File: config.mk
export PLATFORM = sky130hd
export DESIGN_NAME = vram_fetch
export DESIGN_NICKNAME = d
export VERILOG_FILES = /design/src/rtl/vram_fetch_pkg.sv /design/src/rtl/vram_fetch_byte_fifo.sv /design/src/rtl/vram_fetch.sv
export SDC_FILE = /design/constraint.sdc
export NUM_CORES = 1
export LEC_CHECK = 0
export BUFFER_PORTS_ARGS = -buffer_cell sky130_fd_sc_hd__buf_4
export CELL_PAD_IN_SITES_DETAIL_PLACEMENT = 0
export CELL_PAD_IN_SITES_GLOBAL_PLACEMENT = 1
export CORE_UTILIZATION = 45
export CTS_CLUSTER_SIZE = 12
export DETAILED_ROUTE_END_ITERATION = 10
export HOLD_SLACK_MARGIN = 0.12
export PLACE_DENSITY = 0.82
export SLEW_MARGIN = 0
export SYNTH_ARGS = -nofsm -noshare
export SYNTH_HDL_FRONTEND = slang
export SYNTH_HIERARCHICAL = 1
export SYNTH_SLANG_ARGS = --single-unit
File: constraint.sdc
create_clock -name clk -period 3.1 [get_ports clk]
set_input_delay 0.155 -clock clk [delete_from_list [all_inputs] [get_ports clk]]
set_output_delay 0.155 -clock clk [all_outputs]
set_load 0.05 [all_outputs]
File: src/rtl/vram_fetch_pkg.sv
// Shared types and constants for the VRAM port-2 fetch unit.
package vram_fetch_pkg;

    localparam int VRAM_AW = 16;
    localparam int VRAM_DW = 8;

    typedef enum logic [1:0] {
        IDLE  = 2'd0,
        FETCH = 2'd1,
        DRAIN = 2'd2
    } state_t;

endpackage

File: src/rtl/vram_fetch_byte_fifo.sv
// Synchronous byte FIFO with flush; head reads as zero while empty.
module byte_fifo
    import vram_fetch_pkg::*;
#(
    parameter int DEPTH = 16,
    parameter int DW    = VRAM_DW
) (
    input  logic                       clk,
    input  logic                       reset,
    input  logic                       flush,
    input  logic                       push,
    input  logic [DW-1:0]              push_data,
    input  logic                       pop,
    output logic [$clog2(DEPTH):0]     count,
    output logic [DW-1:0]              head,
    output logic                       not_empty
);

    localparam int AW = $clog2(DEPTH);
    localparam int CW = AW + 1;

    logic [DW-1:0] mem [DEPTH];
    logic [AW-1:0] wr_ptr;
    logic [AW-1:0] rd_ptr;

    always_ff @(posedge clk) begin
        if (reset || flush) begin
            wr_ptr <= '0;
            rd_ptr <= '0;
            count  <= '0;
        end else begin
            if (push) wr_ptr <= wr_ptr + AW'(1);
            if (pop)  rd_ptr <= rd_ptr + AW'(1);
            count <= count + CW'(push) - CW'(pop);
        end
    end

    // Storage is not reset; only the pointers define what is valid.
    always_ff @(posedge clk) begin
        if (push && !flush) mem[wr_ptr] <= push_data;
    end

    assign not_empty = (count != '0);
    assign head      = not_empty ? mem[rd_ptr] : '0;

endmodule

File: src/rtl/vram_fetch.sv
// Port-2 line fetcher: walks a byte run of VRAM one read per access slot into a byte FIFO.
// Optional underflow statistics counter enabled by defining VRAM_FETCH_STATS_EN.
//
// state | meaning
// IDLE  | no run active
// FETCH | reads still to be issued for the current run
// DRAIN | all reads issued, waiting for the last byte to return
module vram_fetch
    import vram_fetch_pkg::*;
#(
    parameter int FIFO_DEPTH = 16,
    parameter int RD_LATENCY = 2,
    parameter int LEN_W      = 9
) (
    input  logic                 clk,
    input  logic                 reset,
    input  logic                 slot,
    input  logic                 line_start,
    input  logic [VRAM_AW-1:0]   line_base,
    input  logic [LEN_W-1:0]     line_len,
    output logic [VRAM_AW-1:0]   rd_addr,
    input  logic [VRAM_DW-1:0]   rd_data,
    output logic [VRAM_DW-1:0]   out_data,
    output logic                 out_valid,
    input  logic                 out_ready,
    output logic                 busy,
    output logic                 line_done
`ifdef VRAM_FETCH_STATS_EN
    ,
    output logic [15:0]          underflow_cnt
`endif
);

    localparam int CW = $clog2(FIFO_DEPTH) + 1;
    localparam logic [CW:0] DEPTH_C = (CW + 1)'(FIFO_DEPTH);

    state_t                state;
    logic [LEN_W-1:0]      remaining;
    logic [RD_LATENCY-1:0] pipe;
    logic [CW-1:0]         fifo_count;
    logic [CW-1:0]         inflight;
    logic                  abort;
    logic                  issue;
    logic                  push;
    logic                  pop;
    logic                  last_push;

    always_comb begin
        inflight = '0;
        for (int i = 0; i < RD_LATENCY; i++) begin
            inflight = inflight + CW'(pipe[i]);
        end
    end

    // Bytes already buffered plus reads still in flight must fit, so the FIFO never overflows.
    assign abort     = line_start && busy;
    assign issue     = (state == FETCH) && slot && !line_start &&
                       (({1'b0, fifo_count} + {1'b0, inflight}) < DEPTH_C);
    assign push      = slot && pipe[RD_LATENCY-1] && !line_start;
    assign pop       = out_valid && out_ready && !abort;
    assign last_push = (state == DRAIN) && push && (inflight == CW'(1));

    always_ff @(posedge clk) begin
        if (reset) begin
            state     <= IDLE;
            rd_addr   <= '0;
            remaining <= '0;
            pipe      <= '0;
            busy      <= 1'b0;
            line_done <= 1'b0;
        end else begin
            line_done <= 1'b0;
            if (slot) pipe <= (pipe << 1) | RD_LATENCY'(issue);
            if (line_start) begin
                pipe <= '0;
                if (line_len == '0) begin
                    state     <= IDLE;
                    busy      <= 1'b0;
                    line_done <= 1'b1;
                end else begin
                    state     <= FETCH;
                    busy      <= 1'b1;
                    rd_addr   <= line_base;
                    remaining <= line_len;
                end
            end else begin
                case (state)
                    FETCH: begin
                        if (issue) begin
                            rd_addr   <= rd_addr + VRAM_AW'(1);
                            remaining <= remaining - LEN_W'(1);
                            if (remaining == LEN_W'(1)) state <= DRAIN;
                        end
                    end
                    DRAIN: begin
                        if (last_push) begin
                            state     <= IDLE;
                            busy      <= 1'b0;
                            line_done <= 1'b1;
                        end
                    end
                    default: state <= IDLE;
                endcase
            end
        end
    end

    byte_fifo #(
        .DEPTH (FIFO_DEPTH),
        .DW    (VRAM_DW)
    ) u_fifo (
        .clk       (clk),
        .reset     (reset),
        .flush     (abort),
        .push      (push),
        .push_data (rd_data),
        .pop       (pop),
        .count     (fifo_count),
        .head      (out_data),
        .not_empty (out_valid)
    );

`ifdef VRAM_FETCH_STATS_EN
    always_ff @(posedge clk) begin
        if (reset) begin
            underflow_cnt <= '0;
        end else if (busy && out_ready && !out_valid && (underflow_cnt != 16'hFFFF)) begin
            underflow_cnt <= underflow_cnt + 16'd1;
        end
    end
`endif

endmodule

; ---- After elaboration in Yosys (flattened, before gate mapping)
; Memories as Yosys holds them, arrays and structs flattened. A register that Yosys moved wholly into a read port is not among the register bits.
; Index checks and enable logic that the tools add are counted.
[totals]
regBits = 44
ramBits = 128
input_bits = 38
output_inout_bits = 27
n_memories = 1
[classes]
add_sub_neg = 8
n_lt_le_gt_ge = 1
n_eq_ne = 8
muxes = 27
bitwise_logic = 1
reduce_logical = 24
[memory_table]
columns = memory, depth, word_bits, rd, rd_ports_with_merged_regs, write_ports, line
row1 = u_fifo.mem, 16, 8, 1, 1, 1, vram_fetch_byte_fifo.sv:22  ; logic [DW-1:0] mem [DEPTH];
[op_table]
columns = operator, count
row1 = 16-bit two-way mux, 4
row2 = 9-bit two-way mux, 4
row3 = 16-bit by 1-bit adder with 16-bit output (second input constant), 1
row4 = 1-bit logical AND, 11
row5 = 1-bit two-way mux, 11
row6 = 9-bit by 1-bit equality test with 1-bit output (second input constant), 1
row7 = 9-bit logical NOT, 1
row8 = 9-bit by 1-bit subtractor with 9-bit output (second input constant), 1
row9 = 4-bit by 1-bit adder with 4-bit output (second input constant), 2
row10 = 2-bit two-way mux, 4
row11 = 4-bit two-way mux, 2
row12 = 8-bit two-way mux, 1
row13 = 2-bit nonzero test, 4
row14 = 5-bit by 2-bit adder with 6-bit output, 1
row15 = 6-bit by 5-bit less-than comparator with 1-bit output (second input constant), 1
row16 = 3-bit != test (second input constant), 2
row17 = 3-bit AND reduction, 2
row18 = 5-bit by 1-bit adder with 5-bit output, 1
row19 = 5-bit nonzero test, 1
row20 = 5-bit by 1-bit subtractor with 5-bit output, 1
row21 = 2-bit by 1-bit equality test with 1-bit output (second input constant), 2
row22 = 2-bit one-hot mux with 2 select lines, 1
row23 = 3-bit by 2-bit != test with 1-bit output (second input constant), 1
row24 = 1-bit by 1-bit adder with 2-bit output, 1
row25 = 7 further kinds, 8

; ---- Depth between registers and ports, before layout
[depth]
word_depth = 7
ltp_mapped = 13

; ---- By module
; The synthesis kept the hierarchy.
[by_module_without_submodules]
columns = module, n_inst, cells_per_inst, area_per_inst_um2, seq_area_each_um2
row1 = byte_fifo, 1, 324, 5828.1, 4184.0
row2 = vram_fetch, 1, 253, 1965.6, 620.6

; ---- Worst setup path before layout
; No wires, ideal clock.
[synth_path]
kind = reg-to-reg
from = reg u_fifo.count[3]
to = reg u_fifo.count[4]
setup_ps = 70
arrival_ps = 2790
required_time_ps = 3030
slack_ps = 240
path_stages_with_launch = 14
path_cell_list = dfxtp_1 inv_1 ha_1 or4b_4 nand2_1 nor2_1 ha_1 inv_1 ha_1 fa_1 a21oi_1 nor2_1 or3_1 a21oi_1
[synth_between]
elab_chain_len = 4
elab_cells_between_ends = 5
[synth_lines]
columns = element, line
row1 = start: declaration, vram_fetch_byte_fifo.sv:14  ; output logic [$clog2(DEPTH):0] count,
row2 = start signal: assignment, vram_fetch_byte_fifo.sv:34  ; count <= count + CW'(push) - CW'(pop);
row3 = 5-bit nonzero test, vram_fetch_byte_fifo.sv:43  ; assign not_empty = (count != '0);
row4 = via out_valid, vram_fetch.sv:24  ; output logic out_valid,
row5 = 1-bit logical AND (2 in series), vram_fetch.sv:60  ; assign pop = out_valid && out_ready && !abort;
row6 = via pop, vram_fetch.sv:45  ; logic pop;
row7 = 5-bit by 1-bit subtractor with 5-bit output, vram_fetch_byte_fifo.sv:34
; The timed path passes the listed nets, and every way through them passes these cells.
; A chain may end at the register's enable or synchronous reset.

; ---- Worst setup path after layout
[layout_path]
from = reg u_fifo.count[2]
to = reg u_fifo.count[4]
[layout_between]
elab_chain_len = 4
elab_cells_between_ends = 5
[layout_lines]
columns = element, line
row1 = 5-bit nonzero test, vram_fetch_byte_fifo.sv:43
row2 = 1-bit logical AND (2 in series), vram_fetch.sv:60
row3 = via pop, vram_fetch.sv:45
row4 = 5-bit by 1-bit subtractor with 5-bit output, vram_fetch_byte_fifo.sv:34
; The timed path passes the listed nets, and every way through them passes these cells.

==> results.cfg <==
[clock_tree]
cts_tree = yes
cts_max_path_buffers = 2
numCtsBuffers = 17
cts.reportedPaths.clkPinSlew_ns = 0.07
htree_levels = 4
clock-root-buffer = sky130_fd_sc_hd__clkbuf_16
clock_sink_count = 176
clkLatencyLatePin_ns = 0.43

[synth]
ys_seq_elements = 176
post-synth-top-count-cell = sky130_fd_sc_hd__edfxtp_1
synth_largest_area_cell = sky130_fd_sc_hd__edfxtp_1
ffs_w_async_s_r_synth = 0
synth-main-ff-cell = sky130_fd_sc_hd__edfxtp_1
post_synth_inst_count = 577
postSynthAreaPerCell_sq_um = 13.5
synth_edf_count = 128
synthesis.yosys.warnings = 6
post_synth_instance_area_sq_um = 7790
synth_common_cells = sky130_fd_sc_hd__edfxtp_1 (128), sky130_fd_sc_hd__dfxtp_1 (48), sky130_fd_sc_hd__nand2_1 (44)
synth_cell_type_count = 63
ys_seq_area_frac = 0.616
ys_top_cells_by_area = sky130_fd_sc_hd__edfxtp_1 (49%), sky130_fd_sc_hd__dfxtp_1 (12%), sky130_fd_sc_hd__mux4_2 (7.2%), sky130_fd_sc_hd__ha_1 (2.6%), sky130_fd_sc_hd__mux2i_1 (2.4%)
synth.net_count = 632
synth_largest_type_area_fraction = 0.493

[pwr]
p_total_uw = 6290
pwr_density_cell_nw_per_um2 = 679
ir_worst_vdd_mv = 0.547
static-leakage-power_uw = 0.00321

[detailed_routing]
avg_wl_per_cell_um = 18.4
drt.antenna.violating_nets = 0
avgViaCountPerCell = 5.59
route.vias.total = 5020
drc = 0
first_iter_violations = 360
detail_route.wirelength_mm = 16.5
firstDrtPassIters = 5

[grt]
pin_count_of_the_biggest_net_entering_global_routing = 50
vias_in_the_first_global_route = 4943
wire_length_of_the_first_global_routing_pass_mm = 26.2
overflow = 0
antenna_found_initial = 0
globalRouteTotalUtil = 0.194

[die]
initial_core_util = 0.465
die_height_um = 134
core_sq_um = 16800
number_of_top_level_design_ports = 65
floorplan.die_area_sq_um = 17900
die_width_um = 134
std_cell_rows = 47

[timing]
clock_skew_ns = 0.0104
totalNegativeSetupSlack_ns = 0
period_share = 0.919
number_of_pins_with_negative_max_slew_slack_in_the_final_report = 0
final_hold_viol_count = 0
finalSetupViolCount = 0
finalHoldWorstSlack_ns = 0.139
grt_setup_unrepaired = false
relSlewSlack = 0.559
final_period_minus_worst_setup_slack_ns = 2.85
max_fclk_mhz = 351
timing_worst_slew_pin_value_ns = 0.659

[setup_path]
critical_path.cell_chain = inv_1, ha_1, or4b_4, nand2_1, nor2_1, ha_1, inv_1, ha_1, fa_2, a21oi_1, nor2_1, or3_1, a21oi_1
critical_path_arrival_ns = 3.20
critical_path.slowest_cell = sky130_fd_sc_hd__or4b_4
cp-end-kind = flop
worst-setup-path-type = flop to flop
critPathRequiredTime_ns = 3.45
critPathMostFrequentCell = sky130_fd_sc_hd__ha_1
critical_path.max_fanout = 5
crit_path_start_kind = flop
cp_slowest_stage_delay_ns = 0.48

[min_path]
holdCritPathClass = input port to flop

[placement]
placement.cell_area_sq_um = 8380
routability_cong = 0.825
detailedPlacementHpwl_mm = 11.3
dp_cells = 839
buffer_ports.inserted = 64

[layout]
drive_above_1_share = 0.227
layout-area-overhead-vs-synth_pct = 18.9
design_area_sq_um = 9270
finalNetCount = 720
final_cells = 898
number_of_antenna_cells_inserted = 0

[outcome]
outcome = completed

[run]
reported_max_cap_violation_count = 0
what timing repair did:
item	in CTS	in global routing
gates resized for setup	0	2
endpoints found under the setup margin	0	6
setup buffers	0	0
hold buffers	27	0
endpoints found under the hold margin	147	0
metrics by stage:
step	utilization	setup WS, ns
after floorplan	-	0.240
after global placement	0.500	0.286
after detailed placement	0.500	0.187
after CTS	0.553	0.161
after global routing	0.553	0.0483
final	0.553	0.251
worst max-delay path: cells and delay by family, from the launching register on:
kind	cells	cell delay (ns)
compound gates	2	0.27
fa+ha+maj	4	0.97
buf+inv	2	0.13
flops	1	0.33
simple gates	5	1.07
area by class of cell:
type,instances,area [sq um]
Fill cell,1360,7490
Clock inverter,14,181
Clock buffer,18,429
Inverter,15,56.3
Tap cell,220,275
Multi-Input combinational cell,355,2700
Timing Repair Buffer,100,818
Sequential cell,176,4810
cells by family after synthesis:
group                    Yosys count  share of synthesized area
AO/OA/AOI/OAI                    112                     0.0954
XOR/XNOR                           9                     0.0101
adder cells (fa/ha/maj)           17                     0.0283
buffers and inverters             46                     0.0379
flip-flops                       176                      0.616
multiplexers                      46                     0.0995
AND/OR/NAND/NOR                  171                      0.112
report_power, final:
group / switching, uW / internal (uW)
Sequential: 78.4 / 2580
Clock: 906 / 1280
Combinational: 855 / 586
layer usage:
metal  track usage  up-vias  share of wire
met5             0        -              0
met4        0.0688        0          0.016
li1              -     2370              -
met2         0.326      142           0.49
met3        0.0312       19          0.049
met1         0.255     2489           0.44
cell usage in the layout, fill, tap and decap left out, types with 5 or more instances in the layout:
cell type	instances
sky130_fd_sc_hd__dlygate4sd3_1	27
sky130_fd_sc_hd__o21ai_0	22
sky130_fd_sc_hd__inv_1	15
sky130_fd_sc_hd__clkbuf_16	17
sky130_fd_sc_hd__dfxtp_1	47
sky130_fd_sc_hd__a211oi_1	7
sky130_fd_sc_hd__nand3_1	21
sky130_fd_sc_hd__nand4_1	8
sky130_fd_sc_hd__a31oi_1	5
sky130_fd_sc_hd__ha_1	16
sky130_fd_sc_hd__o211ai_1	9
sky130_fd_sc_hd__a21oi_1	31
sky130_fd_sc_hd__edfxtp_1	128
sky130_fd_sc_hd__mux4_2	25
sky130_fd_sc_hd__a22oi_1	9
sky130_fd_sc_hd__nand2_1	44
sky130_fd_sc_hd__nor2_1	37
sky130_fd_sc_hd__xor2_1	5
sky130_fd_sc_hd__mux2i_1	19
sky130_fd_sc_hd__or3_1	6
sky130_fd_sc_hd__buf_4	73
sky130_fd_sc_hd__o21ai_2	6
sky130_fd_sc_hd__and2_1	21
flip-flops by register name, summed over array words and instances, names as in the netlist, named ones only:
signal         cells
pipe               2
u_fifo/count       5
state              2
remaining          9
u_fifo/rd_ptr      4
rd_addr           16
u_fifo/mem       128
busy               1
line_done          1
u_fifo/wr_ptr      4
worst paths after layout:
check,start,slack (ns),end,cells after the start
worst max register to register,u_fifo/count[2]$_SDFF_PP0_,0.25,u_fifo/count[4]$_SDFF_PP0_,13
worst min register to register,remaining[1]$_SDFFE_PP0P_,0.48,remaining[1]$_SDFFE_PP0P_,2
worst max-delay path,u_fifo/count[2]$_SDFF_PP0_,0.25,u_fifo/count[4]$_SDFF_PP0_,13
worst min-delay path,line_base[4],0.14,rd_addr[4]$_SDFFE_PP0P_,4
Power figures use the tool's default switching activity.
